$ cat config.mk
export PLATFORM = sky130hd
export DESIGN_NAME = vector_alu_issue_ctrl_flat
export DESIGN_NICKNAME = d
export VERILOG_FILES = /design/src/rtl/alu_pkg.sv /design/src/rtl/vector_alu_issue_ctrl_if.sv /design/src/rtl/alu_regfile.sv /design/src/rtl/vector_alu_issue_ctrl.sv /design/src/flat_wrapper.sv
export SDC_FILE = /design/constraint.sdc
export NUM_CORES = 2
export LEC_CHECK = 0
export ABC_AREA = 0
export BUFFER_PORTS_ARGS = -buffer_cell sky130_fd_sc_hd__buf_2
export CORE_ASPECT_RATIO = 1.5
export CORE_MARGIN = 2
export CORE_UTILIZATION = 52
export DETAILED_ROUTE_END_ITERATION = 8
export PLACE_DENSITY_LB_ADDON = 0.12
export SYNTH_ARGS = -nofsm -noshare
export SYNTH_HDL_FRONTEND = slang
export SYNTH_SLANG_ARGS = --single-unit
$ cat constraint.sdc
create_clock -name clk -period 47.4 [get_ports clk]
set_clock_uncertainty 0.1 [all_clocks]
set_input_delay 11.85 -clock clk [delete_from_list [all_inputs] [get_ports clk]]
set_output_delay 11.85 -clock clk [all_outputs]
set_load 0.01 [all_outputs]
$ cat src/rtl/alu_pkg.sv
// Shared definitions for the vector ALU issue/writeback controller:
// opcodes, FSM states and register-file geometry.
package alu_pkg;
  localparam int DATA_W = 64;
  localparam int NREGS  = 16;
  localparam int REG_AW = 4;

  localparam logic [4:0] OP_ADD    = 5'b00000;
  localparam logic [4:0] OP_PASS_S = 5'b00001;
  localparam logic [4:0] OP_SUB    = 5'b00010;
  localparam logic [4:0] OP_AND    = 5'b00011;
  localparam logic [4:0] OP_OR     = 5'b00100;
  localparam logic [4:0] OP_XOR    = 5'b00101;
  localparam logic [4:0] OP_ADDS   = 5'b00110;
  localparam logic [4:0] OP_SUBS   = 5'b00111;
  localparam logic [4:0] OP_MUL    = 5'b01000;
  localparam logic [4:0] OP_MULH   = 5'b01001;
  localparam logic [4:0] OP_CMP    = 5'b01010;
  localparam logic [4:0] OP_HOLD   = 5'b11111;

  typedef enum logic [1:0] {
    ST_IDLE = 2'd0,
    ST_EXEC = 2'd1,
    ST_RESP = 2'd2
  } state_t;
endpackage

$ cat src/rtl/vector_alu_issue_ctrl_if.sv
// Command, ALU and response signals of the issue controller.
// The slave side is the controller; the master side is its environment.
interface vector_alu_issue_ctrl_if;
  import alu_pkg::*;

  logic              cmd_valid;
  logic              cmd_ready;
  logic [4:0]        cmd_op;
  logic [REG_AW-1:0] cmd_rd;
  logic [REG_AW-1:0] cmd_ra;
  logic [REG_AW-1:0] cmd_rb;
  logic              cmd_use_imm;
  logic [DATA_W-1:0] cmd_imm;

  logic [DATA_W-1:0] alu_r;
  logic [DATA_W-1:0] alu_s;
  logic [4:0]        alu_op;
  logic [DATA_W-1:0] alu_y;

  logic              rsp_valid;
  logic              rsp_ready;
  logic [DATA_W-1:0] rsp_data;
  logic [REG_AW-1:0] rsp_rd;

  modport slave (
    input  cmd_valid, cmd_op, cmd_rd, cmd_ra, cmd_rb, cmd_use_imm, cmd_imm,
    output cmd_ready,
    output alu_r, alu_s, alu_op,
    input  alu_y,
    output rsp_valid, rsp_data, rsp_rd,
    input  rsp_ready
  );

  modport master (
    output cmd_valid, cmd_op, cmd_rd, cmd_ra, cmd_rb, cmd_use_imm, cmd_imm,
    input  cmd_ready,
    input  alu_r, alu_s, alu_op,
    output alu_y,
    input  rsp_valid, rsp_data, rsp_rd,
    output rsp_ready
  );
endinterface

$ cat src/rtl/alu_regfile.sv
// NREGS x 64 register file: two asynchronous read ports, one synchronous
// write port, r0 hard-wired to zero, contents cleared by reset.
module alu_regfile
  import alu_pkg::*;
(
  input  logic              clk,
  input  logic              rst,
  input  logic [REG_AW-1:0] ra_addr,
  input  logic [REG_AW-1:0] rb_addr,
  output logic [DATA_W-1:0] ra_data,
  output logic [DATA_W-1:0] rb_data,
  input  logic              we,
  input  logic [REG_AW-1:0] wa,
  input  logic [DATA_W-1:0] wd
);
  logic [DATA_W-1:0] mem [NREGS];

  always_ff @(posedge clk or posedge rst) begin
    if (rst) begin
      for (int i = 0; i < NREGS; i++) mem[i] <= '0;
    end else if (we && (wa != '0)) begin
      mem[wa] <= wd;
    end
  end

  assign ra_data = (ra_addr == '0) ? '0 : mem[ra_addr];
  assign rb_data = (rb_addr == '0) ? '0 : mem[rb_addr];
endmodule

$ cat src/rtl/vector_alu_issue_ctrl.sv
// Issue/writeback controller for the 64-bit vector ALU: one command in flight,
// operands held on the ALU for EXEC_CYC cycles, result written back and returned.
module vector_alu_issue_ctrl
  import alu_pkg::*;
#(
  parameter int EXEC_CYC = 2
) (
  input logic                   clk,
  input logic                   rst,
  vector_alu_issue_ctrl_if.slave bus
);
  localparam logic [3:0] CNT_INIT = 4'(EXEC_CYC - 1);

  state_t            state_q, state_d;
  logic [3:0]        cnt_q;
  logic [REG_AW-1:0] rd_q;
  logic [DATA_W-1:0] ra_data, rb_data;
  logic              accept, done, release_rsp, wb_en;

  alu_regfile u_regfile (
    .clk     (clk),
    .rst     (rst),
    .ra_addr (bus.cmd_ra),
    .rb_addr (bus.cmd_rb),
    .ra_data (ra_data),
    .rb_data (rb_data),
    .we      (wb_en),
    .wa      (rd_q),
    .wd      (bus.alu_y)
  );

  always_ff @(posedge clk or posedge rst) begin
    if (rst) state_q <= ST_IDLE;
    else     state_q <= state_d;
  end

  // cmd_ready is masked by rst so nothing is accepted while reset is held
  always_comb begin
    state_d       = state_q;
    bus.cmd_ready = 1'b0;
    bus.rsp_valid = 1'b0;
    accept        = 1'b0;
    done          = 1'b0;
    release_rsp   = 1'b0;
    unique case (state_q)
      ST_IDLE: begin
        bus.cmd_ready = !rst;
        if (bus.cmd_valid && !rst) begin
          accept  = 1'b1;
          state_d = ST_EXEC;
        end
      end
      ST_EXEC: begin
        if (cnt_q == '0) begin
          done    = 1'b1;
          state_d = ST_RESP;
        end
      end
      ST_RESP: begin
        bus.rsp_valid = 1'b1;
        if (bus.rsp_ready) begin
          release_rsp = 1'b1;
          state_d     = ST_IDLE;
        end
      end
      default: state_d = ST_IDLE;
    endcase
  end

  // HOLD suppresses writeback and returns zero whatever the ALU drives
  assign wb_en = done && (bus.alu_op != OP_HOLD);

  always_ff @(posedge clk or posedge rst) begin
    if (rst) begin
      bus.alu_r    <= '0;
      bus.alu_s    <= '0;
      bus.alu_op   <= OP_HOLD;
      bus.rsp_data <= '0;
      bus.rsp_rd   <= '0;
      rd_q         <= '0;
      cnt_q        <= '0;
    end else begin
      if (accept) begin
        bus.alu_r  <= ra_data;
        bus.alu_s  <= bus.cmd_use_imm ? bus.cmd_imm : rb_data;
        bus.alu_op <= bus.cmd_op;
        rd_q       <= bus.cmd_rd;
        cnt_q      <= CNT_INIT;
      end else if ((state_q == ST_EXEC) && (cnt_q != '0)) begin
        cnt_q <= cnt_q - 4'd1;
      end
      if (done) begin
        bus.rsp_data <= (bus.alu_op == OP_HOLD) ? '0 : bus.alu_y;
        bus.rsp_rd   <= rd_q;
      end
      if (release_rsp) bus.alu_op <= OP_HOLD;
    end
  end
endmodule

$ cat src/flat_wrapper.sv
// flat-port wrapper written by rule: the top's interface ports become plain ports
module vector_alu_issue_ctrl_flat import alu_pkg::*;
#(
  parameter int EXEC_CYC = 2
)
  (clk, rst, bus_cmd_valid, bus_cmd_op, bus_cmd_rd, bus_cmd_ra, bus_cmd_rb, bus_cmd_use_imm, bus_cmd_imm, bus_cmd_ready, bus_alu_r, bus_alu_s, bus_alu_op, bus_alu_y, bus_rsp_valid, bus_rsp_data, bus_rsp_rd, bus_rsp_ready);
  vector_alu_issue_ctrl_if bus_i ();
  input logic clk;
  input logic rst;
  input wire logic [$bits(bus_i.cmd_valid)-1:0] bus_cmd_valid;
  input wire logic [$bits(bus_i.cmd_op)-1:0] bus_cmd_op;
  input wire logic [$bits(bus_i.cmd_rd)-1:0] bus_cmd_rd;
  input wire logic [$bits(bus_i.cmd_ra)-1:0] bus_cmd_ra;
  input wire logic [$bits(bus_i.cmd_rb)-1:0] bus_cmd_rb;
  input wire logic [$bits(bus_i.cmd_use_imm)-1:0] bus_cmd_use_imm;
  input wire logic [$bits(bus_i.cmd_imm)-1:0] bus_cmd_imm;
  output wire logic [$bits(bus_i.cmd_ready)-1:0] bus_cmd_ready;
  output wire logic [$bits(bus_i.alu_r)-1:0] bus_alu_r;
  output wire logic [$bits(bus_i.alu_s)-1:0] bus_alu_s;
  output wire logic [$bits(bus_i.alu_op)-1:0] bus_alu_op;
  input wire logic [$bits(bus_i.alu_y)-1:0] bus_alu_y;
  output wire logic [$bits(bus_i.rsp_valid)-1:0] bus_rsp_valid;
  output wire logic [$bits(bus_i.rsp_data)-1:0] bus_rsp_data;
  output wire logic [$bits(bus_i.rsp_rd)-1:0] bus_rsp_rd;
  input wire logic [$bits(bus_i.rsp_ready)-1:0] bus_rsp_ready;
  assign bus_i.cmd_valid = bus_cmd_valid;
  assign bus_i.cmd_op = bus_cmd_op;
  assign bus_i.cmd_rd = bus_cmd_rd;
  assign bus_i.cmd_ra = bus_cmd_ra;
  assign bus_i.cmd_rb = bus_cmd_rb;
  assign bus_i.cmd_use_imm = bus_cmd_use_imm;
  assign bus_i.cmd_imm = bus_cmd_imm;
  assign bus_cmd_ready = bus_i.cmd_ready;
  assign bus_alu_r = bus_i.alu_r;
  assign bus_alu_s = bus_i.alu_s;
  assign bus_alu_op = bus_i.alu_op;
  assign bus_i.alu_y = bus_alu_y;
  assign bus_rsp_valid = bus_i.rsp_valid;
  assign bus_rsp_data = bus_i.rsp_data;
  assign bus_rsp_rd = bus_i.rsp_rd;
  assign bus_i.rsp_ready = bus_rsp_ready;
  vector_alu_issue_ctrl #(.EXEC_CYC(EXEC_CYC)) u_core (.clk(clk), .rst(rst), .bus(bus_i));
endmodule
* Word level (Yosys, flattened, before mapping)
Index checks and enable logic that the tools add are counted.
** Word-level totals
- Bits in registers :: 1235
- Output and inout port bits :: 203
- Logic and storage cells :: 83
** Cells by class
- $add $sub $neg :: 1
- Magnitude comparators :: 4
- Equality and inequality tests :: 7
- Mux-type cells :: 29
- Bitwise operators :: 3
- Reduce and logical (&&, ||, !) cells :: 15
** Operators with widths (number)
- $bwmux W1024 :: 1
- $mux W64 :: 9
- $bmux W64 S4 :: 2
- $demux W64 S4 :: 1
- $ge A5 B5 Y1 const B :: 3
- $not A4 Y5 :: 3
- $logic_not A4 Y1 :: 3
- $mux W5 :: 2
- $mux W1 :: 8
- $mux W4 :: 2
- $reduce_bool A4 Y1 :: 2
- $mux W2 :: 3
- $pmux W2 S3 :: 1
- $eq A5 B5 Y1 const B :: 1
- $logic_and A1 B1 Y1 :: 5
- $lt A5 B1 Y1 const B :: 1
- $ne A5 B5 Y1 const B :: 1
- $ne A2 B1 Y1 const B :: 2
- $reduce_bool A2 Y1 :: 2
- $sub A4 B1 Y4 const B :: 1
- $reduce_and A3 Y1 :: 1
- $eq A2 B1 Y1 const B :: 1
- $eq A2 B2 Y1 const B :: 1
- $logic_not A2 Y1 :: 1
- 2 further kinds :: 2

* Depth between registers and ports, before layout
- Depth in word-level cells :: 6
- Depth in mapped cells :: 8
- Mapped depth without buffers :: 6

* By module
Synthesis repeated with hierarchy kept, for this count alone.
** Second synthesis, totals
- Cell total of the unflattened synthesis :: 4193
- Area, all modules :: 58866.5 sq um
** By module, submodules not included
- alu_regfile :: instances 1, cells an instance 3339, area each 50086.8 sq um, seq. area each 24048.1 sq um
- vector_alu_issue_ctrl :: instances 1, cells an instance 854, area each 8779.7 sq um, seq. area each 5286.3 sq um

* Worst setup path after synthesis
OpenSTA, ideal clock, no wires.
- Path type :: in2out
- Start :: in rst
- End :: out bus_cmd_ready
- Arrival time :: 12.109 ns
- Required time :: 35.450 ns
- Setup slack :: 23.341 ns
- Stages on the path :: 1
- Path buffers :: 0
- Cells stage by stage :: nor3_1
** On the way
- Longest elaborated chain between the ends :: 2
** RTL lines
- from (decl) :: RTL line flat_wrapper.sv:9 : input logic rst;
- $logic_not A1 Y1 (no line)
- $mux W1 :: RTL line vector_alu_issue_ctrl.sv:45 : unique case (state_q)
- to (decl) :: RTL line flat_wrapper.sv:17 : output wire logic [$bits(bus_i.cmd_ready)-1:0] bus_cmd_ready;
No other way between the ends.

* Final worst setup path
Ends and elaborated chain as after synthesis.

==> results.cfg <==
[route]
dr.pass1.iters = 5
drc_errors = 0
via_per_inst = 6.513
drtIter0Drc = 2654
avgRoutedWirePerCell_um = 30.16
vias = 39510
wirelength_um = 183000
antenna_left = 0

[die]
std_cell_rows = 155
start_util = 0.5233
die_h_um = 427.3
die_area_um2 = 122300
coreArea_um2 = 118700
fp.dieW_um = 286.2
io_pins = 353

[synth]
yosysUniqueCellTypes = 51
syn-cell-area_um2 = 62110
ys_warn_count = 0
synth_compound_area_frac = 0.06752
synth_fa_ha_area_frac = 0.0004029
avgSynthCellArea_um2 = 14.39
synth_edf_count = 0
ys_ff_latch = 1235
synth_top_family_by_area = multiplexers
synth_common_cells = 1230 x dfrtp_1, 988 x mux2_2, 384 x mux4_2
synth_flop_cell = dfrtp_1
yosys-top-cells-area = dfrtp_1 50%, mux2_2 18%, mux4_2 14%
yosys.area_share.simple = 0.02415
postSynth.asyncResetShare = 1.000
ys_seq_area_frac = 0.4977
yosys.area.top_type = dfrtp_1
synth.top_cell.area_share = 0.4955
synth-xor-area-share = 0.0004230
yosys.cell_count.top_type = dfrtp_1
synth_mux_area_frac = 0.3760
syn_nets = 4468
syn-instance-count = 4316

[timing]
fin_tns_setup_ps = 0
worstMarginPinSlew_ps = 1375
maxSlewViolCount = 0
max_freq_mhz = 41.26
slew_headroom = 0.08052
setup_violations = 0
period_minus_slack_ps = 24240
period_share = 0.5114
hold_viol = 0
rsz0062_at_grt = false

[final_layout]
layout-drive-gt1-share = 0.4532
stdcell_count = 6067
nFillCells = 9722
fin_nets = 4551
syn2layout_area_growth_pct = 10.43

[power]
p_comb_frac = 0.295
leakage_nw = 30.94
ir_drop_uv = 37.03
p_sw_frac = 0.3040
p_seq_frac = 0.458
clockPowerShare = 0.247
power_density_nw_per_um2 = 57.43
p_switching_mw = 1.197
p_int_mw = 2.742

[cts]
cts-hold-fix-buffers = 0
h-tree-depth = 3
clk_path_buf_depth = 3
cts_resized = 0
cts_made_buffers = 120
clock_latency_ps = 760
clockRootBuffer = clkbuf_16
clock_sinks = 1235
cts_tree = yes
post_cts_buffers = 0
clk_pin_slew_ps = 60

[min_path]
hp-class = reg -> reg
worstHoldStart = u_core.u_regfile.mem[1012]

[flow_run]
drv_cap = 0

[global_routing]
grt_start_max_net_pins = 121
grt_usage = 0.3024
antenna_found_initial = 11
grt_pass1_vias = 41480
grt_overflow = 0
grt_pass1_wl_um = 273800

[critical_path]
crit_path_max_fanout = 4
path_common_cell = buf_2
cpPeakStageDelay_ps = 150
r2r_start = u_core.state_q[1]
criticalPathCategory = in -> out
cp.arrival_ps = 12290
crit_path_end_kind = output port
worst_path_max_delay_cell = buf_2
critPathLaunch = rst
cp_cell_sequence = buf_2, nor3_1, buf_2
cp-start-kind = input pin
required_ps = 35450

[place]
gp_congestion = 0.7767
place_inst = 5847
dp_hpwl_um = 103200
portBuffers = 352

[run_status]
status = complete, no violations
-- flip-flops by register name, summed over array words and instances, names as in the netlist --
| register | flops |
|---|---|
| u_core.u_regfile.mem | 1024 |
| u_core.bus.alu_s | 64 |
| u_core.state_q | 2 |
| u_core.bus.alu_r | 64 |
| u_core.bus.rsp_data | 64 |
| u_core.bus.alu_op | 5 |
| u_core.rd_q | 4 |
| u_core.cnt_q | 4 |
| u_core.bus.rsp_rd | 4 |
-- critical path: cells and delay by family --
| family | cells | cell delay (ps) |
|---|---|---|
| buffers and inverters | 2 | 300 |
| AND/OR/NAND/NOR | 1 | 130 |
-- cell families (layout without fill, tap and decap cells) --
group           count (synthesis)  count (layout)
mux                          1725            1725
other cells                     0               2
xor+xnor                        3               3
simple gates                  291             291
fa+ha+maj                       2               2
flops                        1235            1235
buf+inv                       480             659
compound gates                580             580
-- power by group through the flow --
stage | Combinational, mW | Clock (mW) | Sequential [mW]
after CTS | 1.17 | 0.991 | 1.79
after global routing | 1.26 | 1.04 | 1.85
after detailed placement | 1.17 | 0 | 1.81
final | 1.16 | 0.974 | 1.80
after floorplan | 0.865 | 0 | 1.75
after global placement | 1.15 | 0 | 1.79
-- metal layers --
| layer | up-vias | GRT usage | wire (um) | share of wire |
|---|---|---|---|---|
| met5 | - | 0 | 89 | 0.00049 |
| met4 | 14 | 0.1232 | 7457 | 0.041 |
| met3 | 368 | 0.04302 | 9899 | 0.054 |
| met2 | 1278 | 0.5100 | 91250 | 0.50 |
| met1 | 21330 | 0.3949 | 74300 | 0.41 |
| li1 | 16520 | - | - | - |
-- worst paths after layout --
kind / slack [ps] / end / cells past startpoint
setup / recovery: 23160 / bus_cmd_ready / 3
setup reg to reg: 42820 / u_core.u_regfile.mem[868] / 6
hold / removal: 300 / u_core.u_regfile.mem[1012] / 0
hold reg to reg: 300 / u_core.u_regfile.mem[1012] / 0
min in group asynchronous: 11170 / u_core.bus.rsp_data[56] / 2
max in group asynchronous: 30250 / u_core.u_regfile.mem[603] / 8
-- layout by cell type (no fill, tap or decap), drive strengths merged, types with 2 or more instances in the layout --
cell      Yosys  layout
a21o         64      64
a21oi         3       3
a22o         64      64
a2bb2oi     124     124
and2         62      62
and3          5       5
buf         189     434
bufinv        0       6
clkbuf      285     178
clkinv        0      29
clkinvlp      0       4
dfrtp      1230    1230
dfstp         5       5
diode         0       2
ha            2       2
inv           6       8
mux2       1026    1026
mux2i       315     315
mux4        384     384
nand2        42      42
nand2b        5       5
nand3         9       9
nand4         8       8
nor2        135     135
nor2b         5       5
nor3          3       3
nor3b         2       2
nor4          4       4
nor4b         2       2
o211ai        3       3
o21ai       126     126
o22ai       127     127
o31a         62      62
or2           2       2
or3           2       2
or4b          2       2
xor2          2       2
-- through the flow --
step	power [mW]	setup slack [ps]	utilization	hold slack (ps)	instance area [um^2]
5_1_grt	4.147	23140	0.5779	305.3	68590
6_report	3.939	23160	0.5779	295.6	68590
3_3_place_gp	2.938	23160	0.5444	278.8	64620
2_1_floorplan	2.613	659.4	-	341.3	62110
3_5_place_dp	2.981	23170	0.5444	282.0	64620
4_1_cts	3.959	23160	0.5779	297.7	68590
-- cell type report --
type                       instances  area, um^2  share of cell area
sequential                      1235       30910              0.4506
multi-input combinational       2601       29230              0.4261
clock buffer                     177        3580             0.05219
timing repair buffer             435        2484             0.03621
tap                             1570        1964             0.02864
clock inverter                    41       387.9            0.005655
inverter                           6       32.53           0.0004743
antenna                            2       5.005          0.00007296
No activity file was read; power rests on OpenSTA's default activity.
